## src/rtl/wb_route_pkg.sv

```systemverilog
// Shared constants and types for the writeback router: channel indices,
// default geometry and the {rd, data} entry layout at default widths.
package wb_route_pkg;

    localparam int CH_INT    = 0;
    localparam int CH_FP     = 1;

    localparam int DEF_WIDTH = 32;
    localparam int DEF_RD_W  = 5;
    localparam int DEF_DEPTH = 4;

    typedef struct packed {
        logic [DEF_RD_W-1:0]  rd;
        logic [DEF_WIDTH-1:0] data;
    } wb_entry_t;

endpackage

```

## src/rtl/wb_chan_fifo.sv

```systemverilog
// Single destination-channel circular FIFO holding {rd, data} entries.
// Head outputs read zero while empty so an idle channel presents a clean bus.
module wb_chan_fifo
    import wb_route_pkg::*;
#(
    parameter int WIDTH = DEF_WIDTH,
    parameter int RD_W  = DEF_RD_W,
    parameter int DEPTH = DEF_DEPTH
) (
    input  logic             clk,
    input  logic             rst,
    input  logic             push,
    input  logic [RD_W-1:0]  push_rd,
    input  logic [WIDTH-1:0] push_data,
    input  logic             pop,
    output logic             full,
    output logic             empty,
    output logic [RD_W-1:0]  head_rd,
    output logic [WIDTH-1:0] head_data
);

    localparam int PTR_W = $clog2(DEPTH);
    localparam int CNT_W = PTR_W + 1;
    localparam int ENT_W = RD_W + WIDTH;

    logic [ENT_W-1:0] mem_q [DEPTH];
    logic [PTR_W-1:0] rd_ptr_q, rd_ptr_d;
    logic [PTR_W-1:0] wr_ptr_q, wr_ptr_d;
    logic [CNT_W-1:0] count_q, count_d;
    logic             do_push, do_pop;

    assign full    = (count_q == CNT_W'(DEPTH));
    assign empty   = (count_q == '0);
    // A full FIFO refuses pushes even when popping this cycle.
    assign do_push = push & ~full;
    assign do_pop  = pop & ~empty;

    always_comb begin
        rd_ptr_d = rd_ptr_q;
        wr_ptr_d = wr_ptr_q;
        count_d  = count_q;
        if (do_push) begin
            wr_ptr_d = wr_ptr_q + PTR_W'(1);
        end
        if (do_pop) begin
            rd_ptr_d = rd_ptr_q + PTR_W'(1);
        end
        if (do_push && !do_pop) begin
            count_d = count_q + CNT_W'(1);
        end else if (!do_push && do_pop) begin
            count_d = count_q - CNT_W'(1);
        end
    end

    always_ff @(posedge clk) begin
        if (rst) begin
            rd_ptr_q <= '0;
            wr_ptr_q <= '0;
            count_q  <= '0;
        end else begin
            rd_ptr_q <= rd_ptr_d;
            wr_ptr_q <= wr_ptr_d;
            count_q  <= count_d;
        end
    end

    // Storage carries no reset; validity is governed by count_q alone.
    always_ff @(posedge clk) begin
        if (do_push) begin
            mem_q[wr_ptr_q] <= {push_rd, push_data};
        end
    end

    assign {head_rd, head_data} = empty ? '0 : mem_q[rd_ptr_q];

endmodule

```

## src/rtl/wb_route_fifo.sv

```systemverilog
// Writeback router: one result stream into NUM_CH buffered register-file channels,
// with x0 write suppression and a sticky bad-channel flag. Optional same-cycle
// bypass into an empty, ready channel when WB_ROUTE_BYPASS_EN is defined.
module wb_route_fifo
    import wb_route_pkg::*;
#(
    parameter int WIDTH        = DEF_WIDTH,
    parameter int RD_W         = DEF_RD_W,
    parameter int NUM_CH       = 2,
    parameter int DEPTH        = DEF_DEPTH,
    parameter int ZERO_DROP_CH = CH_INT
) (
    input  logic                      clk,
    input  logic                      rst,
    input  logic                      in_valid,
    output logic                      in_ready,
    input  logic [$clog2(NUM_CH)-1:0] in_ch,
    input  logic [RD_W-1:0]           in_rd,
    input  logic [WIDTH-1:0]          in_data,
    output logic [NUM_CH-1:0]         out_valid,
    input  logic [NUM_CH-1:0]         out_ready,
    output logic [NUM_CH*RD_W-1:0]    out_rd,
    output logic [NUM_CH*WIDTH-1:0]   out_data,
    output logic                      bad_ch
);

    localparam int              CH_W     = $clog2(NUM_CH);
    localparam logic [CH_W:0]   CH_LIMIT = (CH_W+1)'(NUM_CH);

    logic [NUM_CH-1:0] ch_sel, full, empty, push, pop, bypass;
    logic              in_bad, accept, x0_drop, store;
    logic              bad_ch_q, bad_ch_d;
    logic [RD_W-1:0]   head_rd   [NUM_CH];
    logic [WIDTH-1:0]  head_data [NUM_CH];

    always_comb begin
        ch_sel = '0;
        for (int c = 0; c < NUM_CH; c++) begin
            ch_sel[c] = ({1'b0, in_ch} == (CH_W+1)'(c));
        end
    end

    // Out-of-range channels are always taken so a stray result cannot stall the bus.
    assign in_bad   = ({1'b0, in_ch} >= CH_LIMIT);
    assign in_ready = in_bad | (|(ch_sel & ~full));
    assign accept   = in_valid & in_ready;
    assign x0_drop  = ch_sel[ZERO_DROP_CH] & (in_rd == '0);
    assign store    = accept & ~x0_drop;

`ifdef WB_ROUTE_BYPASS_EN
    assign bypass = {NUM_CH{store}} & ch_sel & empty & out_ready;
`else
    assign bypass = '0;
`endif

    assign push = {NUM_CH{store}} & ch_sel & ~bypass;
    assign pop  = out_ready & ~empty;

    assign bad_ch_d = bad_ch_q | (in_valid & in_bad);

    always_ff @(posedge clk) begin
        if (rst) begin
            bad_ch_q <= 1'b0;
        end else begin
            bad_ch_q <= bad_ch_d;
        end
    end

    assign bad_ch = bad_ch_q;

    for (genvar g = 0; g < NUM_CH; g++) begin : g_ch
        wb_chan_fifo #(
            .WIDTH (WIDTH),
            .RD_W  (RD_W),
            .DEPTH (DEPTH)
        ) u_fifo (
            .clk       (clk),
            .rst       (rst),
            .push      (push[g]),
            .push_rd   (in_rd),
            .push_data (in_data),
            .pop       (pop[g]),
            .full      (full[g]),
            .empty     (empty[g]),
            .head_rd   (head_rd[g]),
            .head_data (head_data[g])
        );

        assign out_valid[g]                = ~empty[g] | bypass[g];
        assign out_rd[g*RD_W +: RD_W]      = bypass[g] ? in_rd   : head_rd[g];
        assign out_data[g*WIDTH +: WIDTH]  = bypass[g] ? in_data : head_data[g];
    end

endmodule

```

## config.mk

```make
export PLATFORM = sky130hd
export DESIGN_NAME = wb_route_fifo
export DESIGN_NICKNAME = d
export VERILOG_FILES = /design/src/rtl/wb_route_pkg.sv /design/src/rtl/wb_chan_fifo.sv /design/src/rtl/wb_route_fifo.sv
export SDC_FILE = /design/constraint.sdc
export NUM_CORES = 1
export LEC_CHECK = 0
export ABC_AREA = 1
export CAP_MARGIN = 20
export CORE_UTILIZATION = 50
export DETAILED_ROUTE_END_ITERATION = 8
export PLACE_DENSITY = 0.74
export SLEW_MARGIN = 20
export SYNTH_ARGS = -nofsm -noshare
export SYNTH_HDL_FRONTEND = slang
export SYNTH_SLANG_ARGS = --single-unit
```

## constraint.sdc

```tcl
create_clock -name clk -period 3.6 [get_ports clk]
set_input_delay 1.08 -clock clk [delete_from_list [all_inputs] [get_ports clk]]
set_output_delay 1.08 -clock clk [all_outputs]
set_load 0.005 [all_outputs]
```

==> flow_summary.ini, run 1 <==
[timing]
finalHoldViolCount = 0
relSlewSlack_pct = 65.28
worst_pin_slew_ns = 0.5208
fmax_mhz = 283.2
fin_setup_tns_ns = 0
finalWorstSetupSlack_ns = 0.06836
drv_slew = 0
min_period_ns = 3.532
skew_ns = 0.01680
final-setup-viol-count = 0
period_share_pct = 98.10
hold_ws_ns = 0.4788
rsz0062_at_grt = false

[global_route]
grt_first_pass_wirelength_um = 42570
grt.busiest_layer = met2
grt_use_total_pct = 21.88
grt_remaining_overflow = 0
grt_pass1_vias = 7718
antenna_found_initial = 1
grt_use_met2_pct = 37.44
grt_max_degree = 53
use_met1_pct = 28.80
met3_usage_pct = 3.429

[clock_network]
cts_buffers = 34
cts_resized = 5
cts.sinks = 314
ctsHoldBuffers = 0
cts_root_buf = clkbuf_16
postCtsSetupRepairBufs = 0
clockBufferDepth = 3
path_clk_slew_ns = 0.06
htree_levels = 2
cts_tree = done
clk_latency_ns = 0.51

[synthesis]
syn_nets = 1057
postSynthCellCount = 1002
synth_cell_types = 24
ys_warn_count = 0
synthesis.area_um2 = 12420
ys_ff_latch = 314
syn_avg_cell_area_um2 = 12.40
seq_area_frac_synth_pct = 74.46

[placed_design]
dp_hpwl_um = 16500
place_congestion = 0.7671
dp_slack_ns = 0.1824
portBuffers = 119

[routing]
first_pass_iters = 5
wirelength_um = 27820
wl_per_cell_um = 18.68
first_iter_violations = 708
antenna_violating_nets_post_route = 0
routed_via_density = 5.344
drc = 0
dr_total_vias = 7957

[floorplan]
rows = 57
fp.dieW_um = 159.6
dieArea_um2 = 25480
io_pins = 121
core_area_um2 = 24320
die_h_um = 159.6
initial_utilization_pct = 51.07

[setup_path]
crit_required_ns = 2.52
end_kind = output pin
start_kind = register
critical_path_class = reg -> out
reg2reg_depth = 10
cp.arrival_ns = 2.45
critPathMaxFanout = 25

[flow_run]
cap_viol_max_count = 0

[cells_and_area]
syn_to_final_growth_pct = 22.79
drive_gt1_share_pct = 9.107
fin_nets = 1193
final_core_util_pct = 62.71

[pwr]
peakVddDrop_mv = 0.4273
p_leak_nw = 5.209
power_density_nw_per_um2 = 731.6

[hold_path]
hold_path_depth = 2
hp-class = reg -> reg

[outcome]
status = finished clean
## state kept, by name, summed over array words and instances, names as in the netlist, named ones only
register and count:
g_ch.u_fifo.mem_q 296, g_ch.u_fifo.wr_ptr_q 4, g_ch.u_fifo.rd_ptr_q 4, g_ch.u_fifo.count_q 6
## synth_stat cells, drive strengths merged
cell type / n / area [um2]
nor2: 315 / 1182
clkbuf: 14 / 60.06
nand3b: 1 / 7.510
xor2: 3 / 26.28
nand4: 2 / 12.51
ha: 10 / 125.1
buf: 39 / 265.3
fa: 2 / 40.04
conb: 1 / 3.750
nand3: 7 / 35.03
a21oi: 88 / 440.4
or2: 1 / 6.260
edfxtp: 296 / 8889
nand2: 15 / 56.30
dfxtp: 18 / 360.4
o21ai: 155 / 775.8
a21o: 1 / 7.510
inv: 34 / 127.6
## cells in the final DEF, fill, tap and decap left out
master,instances
clkbuf_16,35
nand3_1,7
ha_1,10
clkdlybuf4s50_1,119
nand2_1,15
fa_1,2
buf_4,22
clkinvlp_4,2
clkinv_8,2
conb_1,1
edfxtp_1,296
dfxtp_2,2
diode_2,1
clkinv_2,11
dfxtp_4,2
nand4_1,2
inv_2,1
buf_12,10
bufinv_16,2
xor2_1,3
o21ai_1,83
or2_2,1
inv_1,28
buf_6,1
clkinv_1,4
nor2_1,307
o21ai_0,72
clkinv_4,1
a21oi_1,88
a21o_1,1
nand3b_1,1
clkbuf_1,5
inv_6,1
nor2_4,8
inv_4,4
dfxtp_1,14
clkbuf_8,1
## final cells by class
| class | instances | area (um2) |
|---|---|---|
| diodes | 1 | 2.502 |
| clock buffers | 40 | 894.6 |
| clock inverters | 22 | 190.2 |
| fillers | 1785 | 9069 |
| inverters | 34 | 138.9 |
| multi-input cells | 601 | 2779 |
| flip-flops and latches | 314 | 9259 |
| well taps | 324 | 405.4 |
| repair buffers | 153 | 1582 |
## worst max-delay path, stage by stage, from the launching register on
cell and delay, ns:
dfxtp_1 0.38, nor2_1 0.10, nand2_1 0.20, inv_4 0.18, buf_4 0.25, a21oi_1 0.27, clkdlybuf4s50_1 0.56
## routing by layer
metal / wire length [um] / vias up
met3: 1762 / 42
met2: 13920 / 284
met4: 647 / 0
met5: 0 / -
met1: 11490 / 3834
li1: - / 3797
## final timing paths
| kind | from | endpoint | slack, ns |
|---|---|---|---|
| setup / recovery | g_ch[0].u_fifo.count_q[0] | out_data[2] | 0.07 |
| hold / removal | g_ch[1].u_fifo.rd_ptr_q[1] | register | 0.48 |
| setup reg to reg | g_ch[1].u_fifo.count_q[0] | g_ch[1].u_fifo.count_q[2] | 1.41 |
| hold reg to reg | g_ch[1].u_fifo.rd_ptr_q[1] | register | 0.48 |
## stage by stage
stage	cells	total power (W)	instance area, um2
after CTS	1488	0.01122	15240
after detailed placement	1426	0.007896	14140
after floorplan	1002	0.006077	12420
after global routing	1489	0.01167	15250
final	1489	0.01116	15250
after global placement	1426	0.007840	14140
## power breakdown
part | total (W) | switching [W] | internal, W
Sequential | 0.00432 | 0.000107 | 0.00421
Combinational | 0.00352 | 0.00193 | 0.00158
Clock | 0.00332 | 0.00138 | 0.00194
Total | 0.0112 | 0.00342 | 0.00774
## cell families (layout without fill, tap and decap cells)
logic type      count (synthesis)  in the layout  synth area share (%)
simple gates                  341            341                 10.47
fa+ha+maj                      12             12                 1.330
xor+xnor                        3              3                0.2116
flops                         314            314                 74.46
buf+inv                        87            249                 3.647
other cells                     1              2               0.03019
compound gates                244            244                 9.852
(Power assumes the default switching activity.)
==> inputs of run 2 (changes only) <==
--- a/config.mk
+++ b/config.mk
@@ -5,7 +5,6 @@
 export SDC_FILE = /design/constraint.sdc
 export NUM_CORES = 1
 export LEC_CHECK = 0
-export ABC_AREA = 1
 export CAP_MARGIN = 20
 export CORE_UTILIZATION = 50
 export DETAILED_ROUTE_END_ITERATION = 8
==> run 2 against run 1 <==
  * Synthesized cell count decreased by 43%
  * Cell count decreased by 28%
  * Register-to-register slack got worse by 0.45 ns
  * Non-clock buffer count decreased by 4
  * Via count decreased by 27%
  * Clock power decreased by 15%
==> flow_summary.ini, run 2 <==
[global_route]
grt_pass1_vias = 6266
grt_first_pass_wirelength_um = 35850
grt_use_total_pct = 19.61
antenna_found_initial = 2
grt_remaining_overflow = 0
grt_max_degree = 39

[timing]
min_period_ns = 3.494
worst_pin_slew_ns = 1.085
skew_ns = 0.01223
final-setup-viol-count = 0
rsz0062_at_grt = false
finalHoldViolCount = 0
period_share_pct = 97.06
fmax_mhz = 286.2
drv_slew = 0
relSlewSlack_pct = 27.69
finalWorstSetupSlack_ns = 0.1060

[clock_network]
htree_levels = 1
cts_root_buf = clkbuf_16
path_clk_slew_ns = 0.06
cts_buffers = 30
clockBufferDepth = 3
ctsHoldBuffers = 0
clk_latency_ns = 0.55
cts_tree = done
cts.sinks = 314

[synthesis]
synth.area.top_cells = edfxtp_1 (73%), mux4_2 (14%), dfxtp_1 (3.0%)
seq_area_frac_synth_pct = 75.75
ys_ff_latch = 314
ys_warn_count = 0
synth_top_flop_cell = edfxtp_1
synthesis.area_um2 = 12210
ys_top_cells_by_count = edfxtp_1 (296), mux4_2 (74), nor2b_1 (39)
syn_avg_cell_area_um2 = 21.31
postSynthCellCount = 573
synth_top_cell_by_area = edfxtp_1
syn_nets = 628
synth_cell_types = 36
async_flop_share_pct = 0
synth_edf_count = 296
synthMostInstantiatedCell = edfxtp_1
yosysTopAreaCellShare_pct = 72.80

[floorplan]
dieArea_um2 = 25050
fp.dieW_um = 158.3
initial_utilization_pct = 51.55
io_pins = 121
rows = 56
core_area_um2 = 23680
die_h_um = 158.3

[pwr]
internal_power_w = 0.007619
p_leak_nw = 4.879
p_seq_share_pct = 42.7
pwr-share-comb_pct = 29.5
power_density_nw_per_um2 = 681.2
peakVddDrop_mv = 0.3812
clkPwrFrac_pct = 27.8
swShare_pct = 25.34
p_switching_w = 0.002586

[cells_and_area]
top_register = g_ch.u_fifo.mem_q
largest_reg_flops = 296
antennaDiodeCount = 0
drive_gt1_share_pct = 21.36
fin_nets = 782
fillers = 1633
final_area_um2 = 14980
syn_to_final_growth_pct = 22.72
final_cell_mix = edfxtp_1 (296), clkdlybuf4s50_1 (119), mux4_2 (74)
largestRegisters = g_ch.u_fifo.mem_q: 296 flops, g_ch.u_fifo.count_q: 6 flops
layout_commonest_cell = edfxtp_1

[flow_run]
cap_viol_max_count = 0

[setup_path]
r2r_end = g_ch[0].u_fifo.count_q[2]
reg2reg_depth = 8
rr_startpoint = g_ch[0].u_fifo.count_q[0]
end_kind = output pin
cp.arrival_ns = 2.41
start_kind = register
critPathMaxFanout = 37
crit_end = out_rd[4]
critical_path_class = reg -> out
crit_required_ns = 2.52
rrSetupSlack_ns = 0.96

[routing]
first_iter_violations = 474
first_pass_iters = 5
dr_total_vias = 5847
wl_per_cell_um = 22.08
wirelength_um = 23580
drc = 0
antenna_violating_nets_post_route = 0
routed_via_density = 5.475

[placed_design]
dp_hpwl_um = 14210
portBuffers = 119
dpl_cell_area_um2 = 14040
place_congestion = 0.7796
dp_slack_ns = -0.1030

[hold_path]
hold_path_depth = 2
hp-class = reg -> reg

[outcome]
status = finished clean
run 2: cell types whose count changed after synthesis, moves of 14 or more:
cell     before  now
a21oi_1      88    4
and2b_1       0   35
inv_1        28   10
mux4_2        0   74
nand2_1      15    1
nor2_1      315   13
nor2b_1       0   39
o21ai_0      72    4
o21ai_1      83    0
run 2: worst min-delay path by stage:
stage | from | endpoint
global placement | g_ch[0].u_fifo.wr_ptr_q[1] | g_ch[0].u_fifo.wr_ptr_q[1]
floorplan | g_ch[0].u_fifo.wr_ptr_q[1] | g_ch[0].u_fifo.wr_ptr_q[1]
finish | g_ch[1].u_fifo.wr_ptr_q[0] | g_ch[1].u_fifo.wr_ptr_q[0]
CTS | g_ch[1].u_fifo.wr_ptr_q[0] | g_ch[1].u_fifo.wr_ptr_q[0]
detailed placement | g_ch[1].u_fifo.wr_ptr_q[0] | g_ch[1].u_fifo.wr_ptr_q[0]
global route | g_ch[1].u_fifo.wr_ptr_q[1] | g_ch[1].u_fifo.wr_ptr_q[1]
run 2: logic make-up (layout without fill, tap and decap cells):
kind of cell / count (synthesis) / in the layout / share of synthesized area (%)
multiplexers: 79 / 79 / 14.10
AND/OR/NAND/NOR: 109 / 109 / 5.749
XOR/XNOR: 8 / 8 / 0.5739
buffers and inverters: 37 / 213 / 1.619
flip-flops: 314 / 314 / 75.75
other: 1 / 1 / 0.03071
AO/OA/AOI/OAI: 13 / 13 / 0.8199
adder cells (fa/ha/maj): 12 / 12 / 1.353
run 2: cell type report:
cell class / count / area, um2 / share of cell area [%]
clock buffer: 38 / 780.7 / 5.211
clock inverter: 16 / 110.1 / 0.7349
inverter: 10 / 37.54 / 0.2505
sequential: 314 / 9261 / 61.81
multi-input combinational: 222 / 2778 / 18.54
timing repair buffer: 149 / 1617 / 10.79
tap: 319 / 399.1 / 2.664
run 2: worst max-delay path: stages (launching register included):
cell,delay (ns)
dfxtp_4,0.35
buf_12,0.30
mux4_2,0.54
and2b_1,0.21
clkdlybuf4s50_1,0.46
run 2: per-layer routing:
layer | wire [um] | track usage [%] | vias up
met2 | 11740 | 33.38 | 185
met5 | 24 | 0 | -
met4 | 459 | 5.678 | 4
li1 | - | - | 2592
met1 | 9866 | 25.96 | 3024
met3 | 1494 | 3.620 | 42
run 2: timing repair:
action | 4_1_cts | 5_1_grt
cloned | 0 | 0
buffers inserted | 5 | 0
gates resized for setup | 0 | 1
endpoints found under the setup margin | 21 | 1
endpoints found under the hold margin | 0 | 0
run 2: per-stage QoR:
step / utilization (%) / hold slack, ns / instances / power, W / setup TNS (ns)
after CTS: 63.26 / 0.5222 / 1068 / 0.01031 / 0
after global placement: 59.28 / 0.4912 / 1009 / 0.007356 / 0
after detailed placement: 59.28 / 0.5141 / 1009 / 0.007433 / -0.1030
after floorplan: - / 0.4818 / 573 / 0.005978 / 0
final: 63.27 / 0.5187 / 1068 / 0.01021 / 0
after global routing: 63.27 / 0.5596 / 1068 / 0.01065 / 0
run 2: power groups by stage:
stage / clock network [W] / logic (W) / registers [W]
3_5_place_dp: 0 / 0.00296 / 0.00448
5_1_grt: 0.00303 / 0.00324 / 0.00438
6_report: 0.00283 / 0.00301 / 0.00436
2_1_floorplan: 0 / 0.00164 / 0.00434
4_1_cts: 0.00288 / 0.00307 / 0.00436
3_3_place_gp: 0 / 0.00290 / 0.00446
==> inputs of run 3 (changes only) <==
--- a/config.mk
+++ b/config.mk
@@ -7,6 +7,7 @@
 export LEC_CHECK = 0
 export CAP_MARGIN = 20
 export CORE_UTILIZATION = 50
+export CTS_CLUSTER_SIZE = 25
 export DETAILED_ROUTE_END_ITERATION = 8
 export PLACE_DENSITY = 0.74
 export SLEW_MARGIN = 20
==> results of run 3 <==
Same layout as run 2: the final DEF is identical, and so are final timing and power.
